**src/rtl/prison_game_if.sv**
```systemverilog
// Game-control / box-port bundle for the prisoners-and-boxes round sequencer.
// master = the sequencer, slave = game control plus box storage.
interface prison_game_if #(
   parameter int IDX_W = 3
);
   logic             start;
   logic             box_rd;
   logic [IDX_W-1:0] box_sel;
   logic [IDX_W-1:0] box_content;
   logic             busy;
   logic             done;
   logic             win;
   logic [IDX_W-1:0] fail_prisoner;
   logic [IDX_W:0]   fail_count;
   logic [15:0]      total_opens;

   modport master (
      input  start, box_content,
      output box_rd, box_sel, busy, done, win, fail_prisoner, fail_count, total_opens
   );

   modport slave (
      output start, box_content,
      input  box_rd, box_sel, busy, done, win, fail_prisoner, fail_count, total_opens
   );
endinterface

```
**src/rtl/prison_game_controller.sv**
```systemverilog
// Runs one prisoners-and-boxes round with the cycle-following strategy.
// Build option PRISON_EARLY_ABORT_EN: the first failing prisoner ends the round.
module prison_game_controller #(
   parameter int N_PRISONERS = 8,
   parameter int IDX_W       = 3,
   parameter int MAX_OPENS   = 4
) (
   input  logic          clk,
   input  logic          rst,
   prison_game_if.master game_io
);

   localparam int OPN_W = $clog2(MAX_OPENS + 1);

   typedef enum logic [1:0] {
      S_IDLE,
      S_OPEN,
      S_EVAL,
      S_DONE
   } state_e;

   state_e           state_q, state_d;
   logic [IDX_W-1:0] p_q, p_d;
   logic [IDX_W-1:0] box_q, box_d;
   logic [OPN_W-1:0] opens_q, opens_d;
   logic             win_q, win_d;
   logic [IDX_W-1:0] fail_prisoner_q, fail_prisoner_d;
   logic [IDX_W:0]   fail_count_q, fail_count_d;
   logic [15:0]      total_opens_q, total_opens_d;

   logic slip_hit;
   logic slip_bad;
   logic p_last;

   assign slip_hit = (game_io.box_content == p_q);
   assign slip_bad = (int'(game_io.box_content) >= N_PRISONERS);
   assign p_last   = (int'(p_q) == N_PRISONERS - 1);

   // NOTE: every _d gets its hold value first, so no path through the case leaves one unassigned and no latch is inferred.
   always_comb begin
      state_d         = state_q;
      p_d             = p_q;
      box_d           = box_q;
      opens_d         = opens_q;
      win_d           = win_q;
      fail_prisoner_d = fail_prisoner_q;
      fail_count_d    = fail_count_q;
      total_opens_d   = total_opens_q;

      unique case (state_q)
         S_IDLE: begin
            if (game_io.start) begin
               win_d           = 1'b0;
               fail_prisoner_d = '0;
               fail_count_d    = '0;
               total_opens_d   = '0;
               p_d             = '0;
               box_d           = '0;
               opens_d         = '0;
               state_d         = S_OPEN;
            end
         end

         S_OPEN: begin
            opens_d = opens_q + 1'b1;
            if (total_opens_q != 16'hFFFF) begin
               total_opens_d = total_opens_q + 16'd1;
            end
            state_d = S_EVAL;
         end

         S_EVAL: begin
            if (slip_hit) begin
               if (p_last) begin
                  win_d   = (fail_count_q == '0);
                  state_d = S_DONE;
               end else begin
                  p_d     = p_q + 1'b1;
                  box_d   = p_q + 1'b1;
                  opens_d = '0;
                  state_d = S_OPEN;
               end
            end else if (!slip_bad && (int'(opens_q) < MAX_OPENS)) begin
               box_d   = game_io.box_content;
               state_d = S_OPEN;
            end else begin
               // Failure: a corrupt slip or the open budget is used up.
               fail_count_d = fail_count_q + 1'b1;
               if (fail_count_q == '0) begin
                  fail_prisoner_d = p_q;
               end
`ifdef PRISON_EARLY_ABORT_EN
               win_d   = 1'b0;
               state_d = S_DONE;
`else
               if (p_last) begin
                  win_d   = 1'b0;
                  state_d = S_DONE;
               end else begin
                  p_d     = p_q + 1'b1;
                  box_d   = p_q + 1'b1;
                  opens_d = '0;
                  state_d = S_OPEN;
               end
`endif
            end
         end

         S_DONE: begin
            state_d = S_IDLE;
         end

         default: begin
            state_d = S_IDLE;
         end
      endcase
   end

   // NOTE: state registers use non-blocking assignments so all flops update together at the edge.
   always_ff @(posedge clk or posedge rst) begin
      if (rst) begin
         state_q         <= S_IDLE;
         p_q             <= '0;
         box_q           <= '0;
         opens_q         <= '0;
         win_q           <= 1'b0;
         fail_prisoner_q <= '0;
         fail_count_q    <= '0;
         total_opens_q   <= '0;
      end else begin
         state_q         <= state_d;
         p_q             <= p_d;
         box_q           <= box_d;
         opens_q         <= opens_d;
         win_q           <= win_d;
         fail_prisoner_q <= fail_prisoner_d;
         fail_count_q    <= fail_count_d;
         total_opens_q   <= total_opens_d;
      end
   end

   // Strobes decode straight from the state flop so an async reset drops them at once.
   assign game_io.box_rd        = (state_q == S_OPEN);
   assign game_io.box_sel       = (state_q == S_OPEN) ? box_q : '0;
   assign game_io.busy          = (state_q != S_IDLE);
   assign game_io.done          = (state_q == S_DONE);
   assign game_io.win           = win_q;
   assign game_io.fail_prisoner = fail_prisoner_q;
   assign game_io.fail_count    = fail_count_q;
   assign game_io.total_opens   = total_opens_q;

endmodule

```
**src/flat_wrapper.sv**
```systemverilog
// flat-port wrapper written by rule: the top's interface ports become plain ports
module prison_game_controller_flat 
#(
   parameter int N_PRISONERS = 8,
   parameter int IDX_W       = 3,
   parameter int MAX_OPENS   = 4
)
  (clk, rst, game_io_start, game_io_box_content, game_io_box_rd, game_io_box_sel, game_io_busy, game_io_done, game_io_win, game_io_fail_prisoner, game_io_fail_count, game_io_total_opens);
  prison_game_if #(.IDX_W(IDX_W)) game_io_i ();
  input  logic clk;
  input  logic rst;
  input wire logic [$bits(game_io_i.start)-1:0] game_io_start;
  input wire logic [$bits(game_io_i.box_content)-1:0] game_io_box_content;
  output wire logic [$bits(game_io_i.box_rd)-1:0] game_io_box_rd;
  output wire logic [$bits(game_io_i.box_sel)-1:0] game_io_box_sel;
  output wire logic [$bits(game_io_i.busy)-1:0] game_io_busy;
  output wire logic [$bits(game_io_i.done)-1:0] game_io_done;
  output wire logic [$bits(game_io_i.win)-1:0] game_io_win;
  output wire logic [$bits(game_io_i.fail_prisoner)-1:0] game_io_fail_prisoner;
  output wire logic [$bits(game_io_i.fail_count)-1:0] game_io_fail_count;
  output wire logic [$bits(game_io_i.total_opens)-1:0] game_io_total_opens;
  assign game_io_i.start = game_io_start;
  assign game_io_i.box_content = game_io_box_content;
  assign game_io_box_rd = game_io_i.box_rd;
  assign game_io_box_sel = game_io_i.box_sel;
  assign game_io_busy = game_io_i.busy;
  assign game_io_done = game_io_i.done;
  assign game_io_win = game_io_i.win;
  assign game_io_fail_prisoner = game_io_i.fail_prisoner;
  assign game_io_fail_count = game_io_i.fail_count;
  assign game_io_total_opens = game_io_i.total_opens;
  prison_game_controller #(.N_PRISONERS(N_PRISONERS), .IDX_W(IDX_W), .MAX_OPENS(MAX_OPENS)) u_core (.clk(clk), .rst(rst), .game_io(game_io_i));
endmodule
```
**config.mk**
```make
export PLATFORM = sky130hd
export DESIGN_NAME = prison_game_controller_flat
export DESIGN_NICKNAME = d
export VERILOG_FILES = /design/src/rtl/prison_game_if.sv /design/src/rtl/prison_game_controller.sv /design/src/flat_wrapper.sv
export SDC_FILE = /design/constraint.sdc
export NUM_CORES = 1
export LEC_CHECK = 0
export ABC_CLOCK_PERIOD_IN_PS = 2300
export BUFFER_PORTS_ARGS = -buffer_cell sky130_fd_sc_hd__buf_2
export CAP_MARGIN = 40
export CORE_ASPECT_RATIO = 2
export CORE_MARGIN = 8
export CORE_UTILIZATION = 56
export DETAILED_ROUTE_END_ITERATION = 16
export GPL_ROUTABILITY_DRIVEN = 0
export PLACE_DENSITY = 0.87
export SYNTH_ARGS = -nofsm -noshare
export SYNTH_HDL_FRONTEND = slang
export SYNTH_SLANG_ARGS = --single-unit
```
**constraint.sdc**
```tcl
create_clock -name clk -period 2.3 [get_ports clk]
set_input_delay 0.115 -clock clk [delete_from_list [all_inputs] [get_ports clk]]
set_output_delay 0.115 -clock clk [all_outputs]
set_load 0.05 [all_outputs]
```
==> results of run 1 <==
registers in the layout (all words and copies together) (netlist names):
name / cells
u_core.game_io.win: 1
u_core.opens_q: 3
u_core.game_io.total_opens: 16
u_core.state_q: 2
u_core.game_io.fail_count: 4
u_core.p_q: 3
u_core.game_io.fail_prisoner: 3
u_core.box_q: 3
metrics by stage:
stage | hold WS (ps) | area, µm² | util | total power [mW] | cells
4_1_cts | 164 | 2430 | 0.674 | 2.62 | 307
3_3_place_gp | 236 | 2300 | 0.639 | 2.02 | 298
2_1_floorplan | 269 | 2100 | - | 1.78 | 222
6_report | 159 | 2430 | 0.674 | 2.63 | 307
5_1_grt | 190 | 2430 | 0.674 | 2.77 | 307
3_5_place_dp | 240 | 2300 | 0.639 | 2.05 | 298
cells in the final DEF (no fill, tap or decap), drive strengths merged, types with 2 or more instances in the layout:
master,n
mux2,5
o311ai,2
dfrtp,35
or4,4
nor4,2
nand4b,2
nor2,18
a32o,2
a31oi,4
xnor2,5
buf,38
a21o,2
nand2,24
a21oi,7
o21bai,2
nor3,4
clkbuf,6
inv,14
o31a,2
nand3,9
o21ai,7
ha,7
and2,5
nand2b,3
mux2i,15
o41ai,2
nand4,6
a22o,3
nor2b,2
o221ai,2
Yosys cell counts, types with 2 or more instances:
cell,n
a22o_1,3
a21o_1,2
nand4b_1,2
nand2_1,24
xnor2_1,5
clkbuf_1,7
mux2_2,5
o31a_1,2
o221ai_1,2
o21ai_0,7
o21bai_1,2
ha_1,7
mux2i_1,15
inv_1,14
nor3_1,3
a32o_1,2
buf_6,2
a21oi_1,7
nand2b_1,3
nor2b_1,2
or4_1,4
a31oi_1,4
o311ai_0,2
nand4_1,5
dfrtp_1,35
buf_2,2
nor2_1,18
nand3_1,8
o41ai_1,2
and2_1,5
power groups by stage:
stage	combinational [mW]	clock, mW	sequential (mW)
final	1.15	0.580	0.899
after CTS	1.15	0.581	0.894
after floorplan	0.766	0	1.01
after detailed placement	1.15	0	0.906
after global routing	1.24	0.607	0.923
after global placement	1.12	0	0.901
critical path: stages, from the launching register on:
cell and delay, ps:
dfrtp_1 600, nand2b_1 140, inv_1 360, and2_1 200, buf_2 260
worst max path at each step:
stage,startpoint,cells after the start,slack (ps),endpoint
detailed placement,u_core.game_io.total_opens[0],5,400,u_core.game_io.total_opens[0]
CTS,u_core.state_q[0],4,360,game_io_box_sel[2]
global route,u_core.state_q[0],4,190,game_io_box_sel[2]
floorplan,u_core.state_q[1],6,130,game_io_box_sel[0]
global placement,u_core.game_io.total_opens[0],5,440,u_core.game_io.total_opens[0]
finish,u_core.state_q[0],4,330,game_io_box_sel[2]
repair_timing:
action                                  in CTS  in global routing
buffers inserted                             0                  0
hold endpoints to repair                    35                  0
hold buffers                                 1                  0
endpoints found under the setup margin       0                  0
layer usage:
metal	global-route usage	wire [µm]	vias up
met5	0	0	-
met4	0.119	242	0
met3	0.0300	204	18
met2	0.347	3000	52
met1	0.167	1820	940
li1	-	-	876
layout make-up:
| class | instances | area [µm²] | share of cell area |
|---|---|---|---|
| multi-input combinational | 162 | 1120 | 0.459 |
| sequential | 35 | 876 | 0.360 |
| timing repair buffer | 39 | 208 | 0.0854 |
| clock buffer | 6 | 82.6 | 0.0340 |
| tap | 49 | 61.3 | 0.0252 |
| inverter | 14 | 52.6 | 0.0216 |
| clock inverter | 2 | 35.0 | 0.0144 |
cells by family (layout without fill, tap and decap cells):
logic type | after synthesis | in the layout
muxes | 20 | 20
buffers and inverters | 25 | 61
and+or+nand+nor | 84 | 84
DFF | 35 | 35
AOI/OAI and AO/OA | 46 | 46
adders and majority gates | 7 | 7
xor gates and xnor gates | 5 | 5
==> impl_metrics.tcl, run 1 <==
set metrics [dict create \
    cts_buffers 5 \
    clk_pin_slew_ps 70 \
    clk_latency_ps 290 \
    drive_gt1_frac 0.221 \
    hold_depth 3 \
    hold_class "primary input to flip-flop" \
    pwr-share-comb 0.437 \
    die_w_um 59.3 \
    wl_per_cell_um 17.1 \
    clk_path_buf_depth 2 \
    relSlewSlack 0.617 \
    antenna_found_initial 0 \
    post-place-ws_ps 405 \
    fin_nets 270 \
    worstHoldStart "game_io_box_content[2]" \
    slew_violations 0 \
    tightest_slew_ps 572 \
    power_leakage_nw 1.20 \
    synth_area_per_cell_um2 9.47 \
    synth_cell_type_count 51 \
    htreeDepth 2 \
    ctsResizeCount 0 \
    fp.dieH_um 103 \
    p_per_area_nw_per_um2 1080 \
    ir_drop_v 0.000740 \
    synth_compound_area_frac 0.160 \
    synth_xor_area_frac 0.0208 \
    ys_seq_area_frac 0.416 \
    track_usage 0.183 \
    async_reset_ff_frac 1.00 \
    yosysWarnings 0 \
    r2r_end "u_core.game_io.total_opens[0]" \
    p_switching_mw 1.19 \
    dp_hpwl_mm 4.03 \
    syn2layout_area_growth_pct 15.6 \
    synth_top_area_share 0.416 \
    grt_pass1_vias 1919 \
    end_kind "output port" \
    finalCritPeriodShare 0.856 \
    start_kind "flip-flop" \
    drc_errors 0 \
    power_frac_seq 0.342 \
    swShare 0.453 \
    rrSetupSlack_ps 380 \
    hold_violations 0 \
    clock_skew_ps 9.82 \
    cts.sinks 35 \
    synth_simple_gate_area_frac 0.210 \
    layout_setup_ws_ps 331 \
    synth_area_um2 2100 \
    grt_setup_unrepaired "no" \
    grt.overflow.total 0 \
    synthAdderAreaFrac 0.0416 \
    clkPwrFrac 0.221 \
    synth.area.mux_share 0.0982 \
    die-area_um2 6090 \
    drt_wl_total_mm 5.26 \
    internal-power_mw 1.44 \
    path_class "flip-flop to output port" \
    cp.required_ps 2180 \
    antenna_cells 0 \
    portBuffers 35 \
    r2r-start "u_core.game_io.total_opens[0]" \
    grt_pass1_wl_mm 8.65 \
    synth_nets 235 \
    drt_first_pass_iters 4 \
    yosysTopAreaCell "dfrtp_1" \
    viasPerCell 6.14 \
    routed-via-count 1886 \
    path_max_fanout 16 \
    fmax_mhz 508 \
    num_rows 31 \
    drt_iter0_markers 56 \
    min_period_ps 1970 \
    fin_tns_setup_ps 0 \
    cts_tree "done" \
    worstHoldEndpoint "u_core.box_q[2]" \
    worstPathArrival_ps 1850 \
    cts-root-buf "clkbuf_8" \
    ys_top_cells_by_area "dfrtp_1 42%, mux2i_1 7.1%, nand2_1 4.3%, ha_1 4.2%, nor2_1 3.2%" \
    ys_ff_latch 35 \
    maxCapViolations 0 \
    grt_max_degree 36 \
    synth_top_family_by_area "simple AND/OR/NAND/NOR gates" \
    netlist_instances 222 \
    core_region_area_um2 3610 \
    synthFlopType "dfrtp_1" \
    reg2reg_depth 5 \
    synth-edff-count 0 \
    nFillCells 314 \
    setup_violations 0 \
    initial_core_util 0.583 \
    status "completed" \
    final_antenna_net_count 0 \
    num_io_pins 36 \
]
Note: power is estimated with default switching activity, not from simulation.
==> inputs of run 2 (changes only) <==
- MAX_ROUTING_LAYER: default -> met4
- PLACE_DENSITY: 0.87 -> 0.8
==> run 2 against run 1 <==
  * Flip-flop and latch count is the same
  * Non-clock buffer count decreased by 1
  * Sequential power is essentially flat
  * Combinational power about the same
  * First-iteration DRC count increased by 30%
  * Power down 6.7%
  * Setup slack worse by 190 ps
  * Final area shrank 1.8%
  * Critical path type unchanged
  * Clock power shrank 26%
  * Clock-buffer cell count rose by 1
  * Routed wire length grew 0.40%
==> impl_metrics.tcl, run 2 (same netlist as run 1, synthesis figures left out) <==
set metrics [dict create \
    drt_iter0_markers 73 \
    hold_class "primary input to flip-flop" \
    status "completed" \
    drt_wl_total_mm 5.28 \
    grt_pass1_vias 1897 \
    ir_drop_v 0.000733 \
    fmax_mhz 463 \
    viasPerCell 6.00 \
    die_w_um 59.3 \
    wl_per_cell_um 17.3 \
    fp.dieH_um 103 \
    min_period_ps 2160 \
    grt_max_degree 36 \
    drc_errors 0 \
    clk_path_buf_depth 2 \
    dp_hpwl_mm 3.95 \
    drive_gt1_frac 0.210 \
    path_class "flip-flop to output port" \
    layout_setup_ws_ps 142 \
    critPathLaunch "u_core.state_q[0]" \
    finalCritPeriodShare 0.938 \
    grt.overflow.total 0 \
    grt_pass1_wl_mm 8.53 \
    p_switching_mw 1.16 \
    power_leakage_nw 1.17 \
    clk_pin_slew_ps 70 \
    clkPwrFrac 0.175 \
    routed-via-count 1837 \
    internal-power_mw 1.29 \
    track_usage 0.187 \
    path_max_fanout 16 \
    place_area_um2 2300 \
    grt_setup_unrepaired "no" \
    layout_common_cells "35 x buf_2, 35 x dfrtp_1, 24 x nand2_1, 18 x nor2_1, 15 x mux2i_1" \
    die-area_um2 6090 \
    syn2layout_area_growth_pct 13.5 \
    antenna_found_initial 0 \
    maxCapViolations 0 \
    relSlewSlack 0.585 \
    htreeDepth 2 \
    num_rows 31 \
    num_io_pins 36 \
    finalInstanceArea_um2 2390 \
    cts.sinks 35 \
    swShare 0.475 \
    crit_path_top_delay_cell "dfrtp_1" \
    drt_first_pass_iters 4 \
    hold_violations 0 \
    largest_register_ffs 16 \
    rrSetupSlack_ps 330 \
    tightest_slew_ps 623 \
    slew_violations 0 \
    clk_latency_ps 280 \
    worstHoldStart "game_io_box_content[1]" \
    path_cells "nand2b_1 -> inv_1 -> and2_1 -> buf_2" \
    hold_depth 3 \
    cts-root-buf "clkbuf_8" \
    cts_buffers 5 \
    cts-hold-fix-buffers 1 \
    clock_skew_ps 6.41 \
    antenna_cells 0 \
    power_frac_seq 0.368 \
    pwr-share-comb 0.457 \
    postCtsSetupBuffers 0 \
    cpPeakStageDelay_ps 620 \
    fin_nets 269 \
    p_per_area_nw_per_um2 1030 \
    r2r_end "u_core.game_io.total_opens[0]" \
    end_kind "output port" \
    portBuffers 35 \
    core_region_area_um2 3610 \
    final_antenna_net_count 0 \
    worstPathArrival_ps 2040 \
    cts_tree "done" \
    setup_violations 0 \
    ctsResizeCount 0 \
    worstHoldEndpoint "u_core.box_q[1]" \
    fin_tns_setup_ps 0 \
    start_kind "flip-flop" \
    r2r-start "u_core.game_io.total_opens[0]" \
    hold_ws_ps 167 \
    initial_core_util 0.583 \
    cp.required_ps 2180 \
    reg2reg_depth 5 \
    post-place-ws_ps 352 \
]
run 2: worst max-delay path by stage:
| stage | to | cells after the start |
|---|---|---|
| global route | game_io_box_sel[0] | 4 |
| detailed placement | u_core.game_io.total_opens[0] | 5 |
| finish | game_io_box_sel[2] | 4 |
| floorplan | game_io_box_sel[0] | 6 |
| global placement | u_core.game_io.total_opens[0] | 5 |
| CTS | game_io_box_sel[2] | 4 |
run 2: critical path: cells and delay by family, from the launching register on:
| kind | cells | cell delay [ps] |
|---|---|---|
| buf+inv | 2 | 650 |
| flops | 1 | 620 |
| simple gates | 2 | 490 |
run 2: through the flow:
step / instances / total power, mW / util
global route: 306 / 2.60 / 0.662
detailed placement: 297 / 2.03 / 0.636
floorplan: 222 / 1.78 / -
global placement: 297 / 2.01 / 0.636
finish: 306 / 2.45 / 0.662
CTS: 306 / 2.46 / 0.662
run 2: cell type report:
| cell class | instances | area [µm²] |
|---|---|---|
| multi-input combinational | 162 | 1120 |
| clock inverter | 1 | 5.00 |
| tap | 49 | 61.3 |
| inverter | 14 | 52.6 |
| timing repair buffer | 38 | 200 |
| clock buffer | 7 | 76.3 |
| sequential | 35 | 876 |
| fill | 314 | 1220 |
run 2: power by group through the flow:
stage | Clock [mW] | Combinational (mW) | Sequential (mW)
after floorplan | 0 | 0.766 | 1.01
after global placement | 0 | 1.10 | 0.904
after detailed placement | 0 | 1.12 | 0.910
after CTS | 0.434 | 1.13 | 0.899
after global routing | 0.464 | 1.21 | 0.921
final | 0.430 | 1.12 | 0.901
run 2: per-layer routing:
layer / track usage / share of wire
met4: 0.102 / 0.030
met2: 0.356 / 0.58
met5: - / 0
met1: 0.165 / 0.35
met3: 0.0300 / 0.042
==> inputs of run 3 (changes only) <==
- CORE_MARGIN: 8 -> default
==> run 3 against run 2 <==
  * Critical path depth did not move
  * Global-route usage increased by 9.8 points
  * Clock power up 17%
==> impl_metrics.tcl, run 3 (same netlist as run 1, synthesis figures left out) <==
set metrics [dict create \
    num_io_pins 36 \
    seqCellArea_um2 876 \
    maxCapViolations 0 \
    status "completed" \
    grt_setup_unrepaired "no" \
    min_period_ps 1930 \
    route.met3.wl_um 136 \
    drt_iter0_markers 94 \
    grt_pass1_vias 1782 \
    dp_hpwl_mm 3.70 \
    wl_met2_mm 2.78 \
    cp.required_ps 2180 \
    crit_path_top_delay_cell "dfrtp_1" \
    worstPathArrival_ps 1820 \
    viasPerCell 5.89 \
    initial_core_util 0.583 \
    post-place-ws_ps 425 \
    num_rows 31 \
    clock_skew_ps 3.97 \
    largest_register_ffs 16 \
    track_usage 0.285 \
    met1_length_mm 1.86 \
    relSlewSlack 0.617 \
    layout_common_cells "35 x buf_2, 35 x dfrtp_1, 24 x nand2_1, 18 x nor2_1, 15 x mux2i_1" \
    path_cells "nand2b_1 -> inv_1 -> and2_1 -> buf_2" \
    cts-root-buf "clkbuf_8" \
    path_class "flip-flop to output port" \
    fp.dieH_um 88.7 \
    finalCritPeriodShare 0.840 \
    start_kind "flip-flop" \
    clk_path_buf_depth 2 \
    htreeDepth 2 \
    cts.sinks 35 \
    path_max_fanout 16 \
    ir_drop_v 0.000638 \
    drt_wl_total_mm 4.98 \
    wl_per_cell_um 16.2 \
    hold_class "primary input to flip-flop" \
    end_kind "output port" \
    syn2layout_area_growth_pct 15.3 \
    grt.overflow.total 0 \
    slew_violations 0 \
    drc_errors 0 \
    drive_gt1_frac 0.224 \
    fin_tns_setup_ps 0 \
    ctsResizeCount 0 \
    fmax_mhz 518 \
    die-area_um2 4020 \
    clk_latency_ps 290 \
    drt_first_pass_iters 4 \
    power_leakage_nw 1.19 \
    grt_max_degree 36 \
    multiInputGateArea_um2 1120 \
    grt_pass1_wl_mm 7.94 \
    cts_buffers 5 \
    maxUsedRoutingLayer "met4" \
    clk_pin_slew_ps 70 \
    nFillCells 321 \
    cts_tree "done" \
    antenna_found_initial 0 \
    p_per_area_nw_per_um2 1050 \
    cpPeakStageDelay_ps 600 \
    fin_nets 271 \
    routed-via-count 1813 \
    hold_violations 0 \
    final_antenna_net_count 0 \
    layout_setup_ws_ps 368 \
    core_region_area_um2 3610 \
    tightest_slew_ps 574 \
    setup_violations 0 \
    die_w_um 45.3 \
    antenna_cells 0 \
    portBuffers 35 \
]
==> run 3: cell count changes in the layout (fill, tap and decap cells not counted), sizes merged <==
cell	change
buf	+2
clkinvlp	+1
clkinv	-1
==> run 3: layout make-up <==
| class | instances | area share |
|---|---|---|
| Timing Repair Buffer | 40 | 0.0888 |
| Clock buffer | 7 | 0.0397 |
| Clock inverter | 1 | 0.00310 |
| Multi-Input combinational cell | 162 | 0.460 |
| Tap cell | 49 | 0.0253 |
| Inverter | 14 | 0.0217 |
| Sequential cell | 35 | 0.361 |
==> run 3: repair_timing <==
action                    in CTS  in global routing
setup buffers                  0                  0
hold endpoints to repair      35                  0
hold buffers                   1                  0
==> run 3: critical path, delay by kind of cell (launching register included) <==
family / cells / cell delay [ps]
buffers and inverters: 2 / 610
DFF: 1 / 600
and+or+nand+nor: 2 / 310
==> run 3: per-stage QoR <==
stage | power, mW | area [µm²] | utilization | hold WS (ps) | instances
detailed placement | 2.04 | 2310 | 0.641 | 237 | 299
CTS | 2.53 | 2420 | 0.672 | 141 | 308
global route | 2.66 | 2420 | 0.672 | 160 | 308
finish | 2.53 | 2420 | 0.672 | 143 | 308
global placement | 2.02 | 2310 | 0.641 | 239 | 299
floorplan | 1.78 | 2100 | - | 269 | 222
==> run 3: worst paths after layout <==
kind                                        start                               to  cells past startpoint  slack (ps)
max                             u_core.state_q[0]               game_io_box_sel[1]                      4         370
min                        game_io_box_content[0]                  u_core.box_q[0]                      3         140
max reg2reg                     u_core.state_q[0]    u_core.game_io.total_opens[6]                      4         370
min reg2reg                       u_core.box_q[0]                  u_core.box_q[0]                      1         490
max in group asynchronous                     rst    u_core.game_io.total_opens[9]                      4        1510
min in group asynchronous                     rst  u_core.game_io.fail_prisoner[2]                      4         460
==> run 3: routing by layer <==
layer,track usage,vias to the layer above
met5,-,-
met4,0.168,0
met3,0.0388,13
met2,0.513,40
met1,0.274,882
li1,-,878
==> run 3: where the power goes <==
part	total [mW]	switching, mW	internal [mW]
Combinational	1.14	0.779	0.364
Clock	0.501	0.229	0.272
Sequential	0.890	0.160	0.730
Total	2.53	1.17	1.37
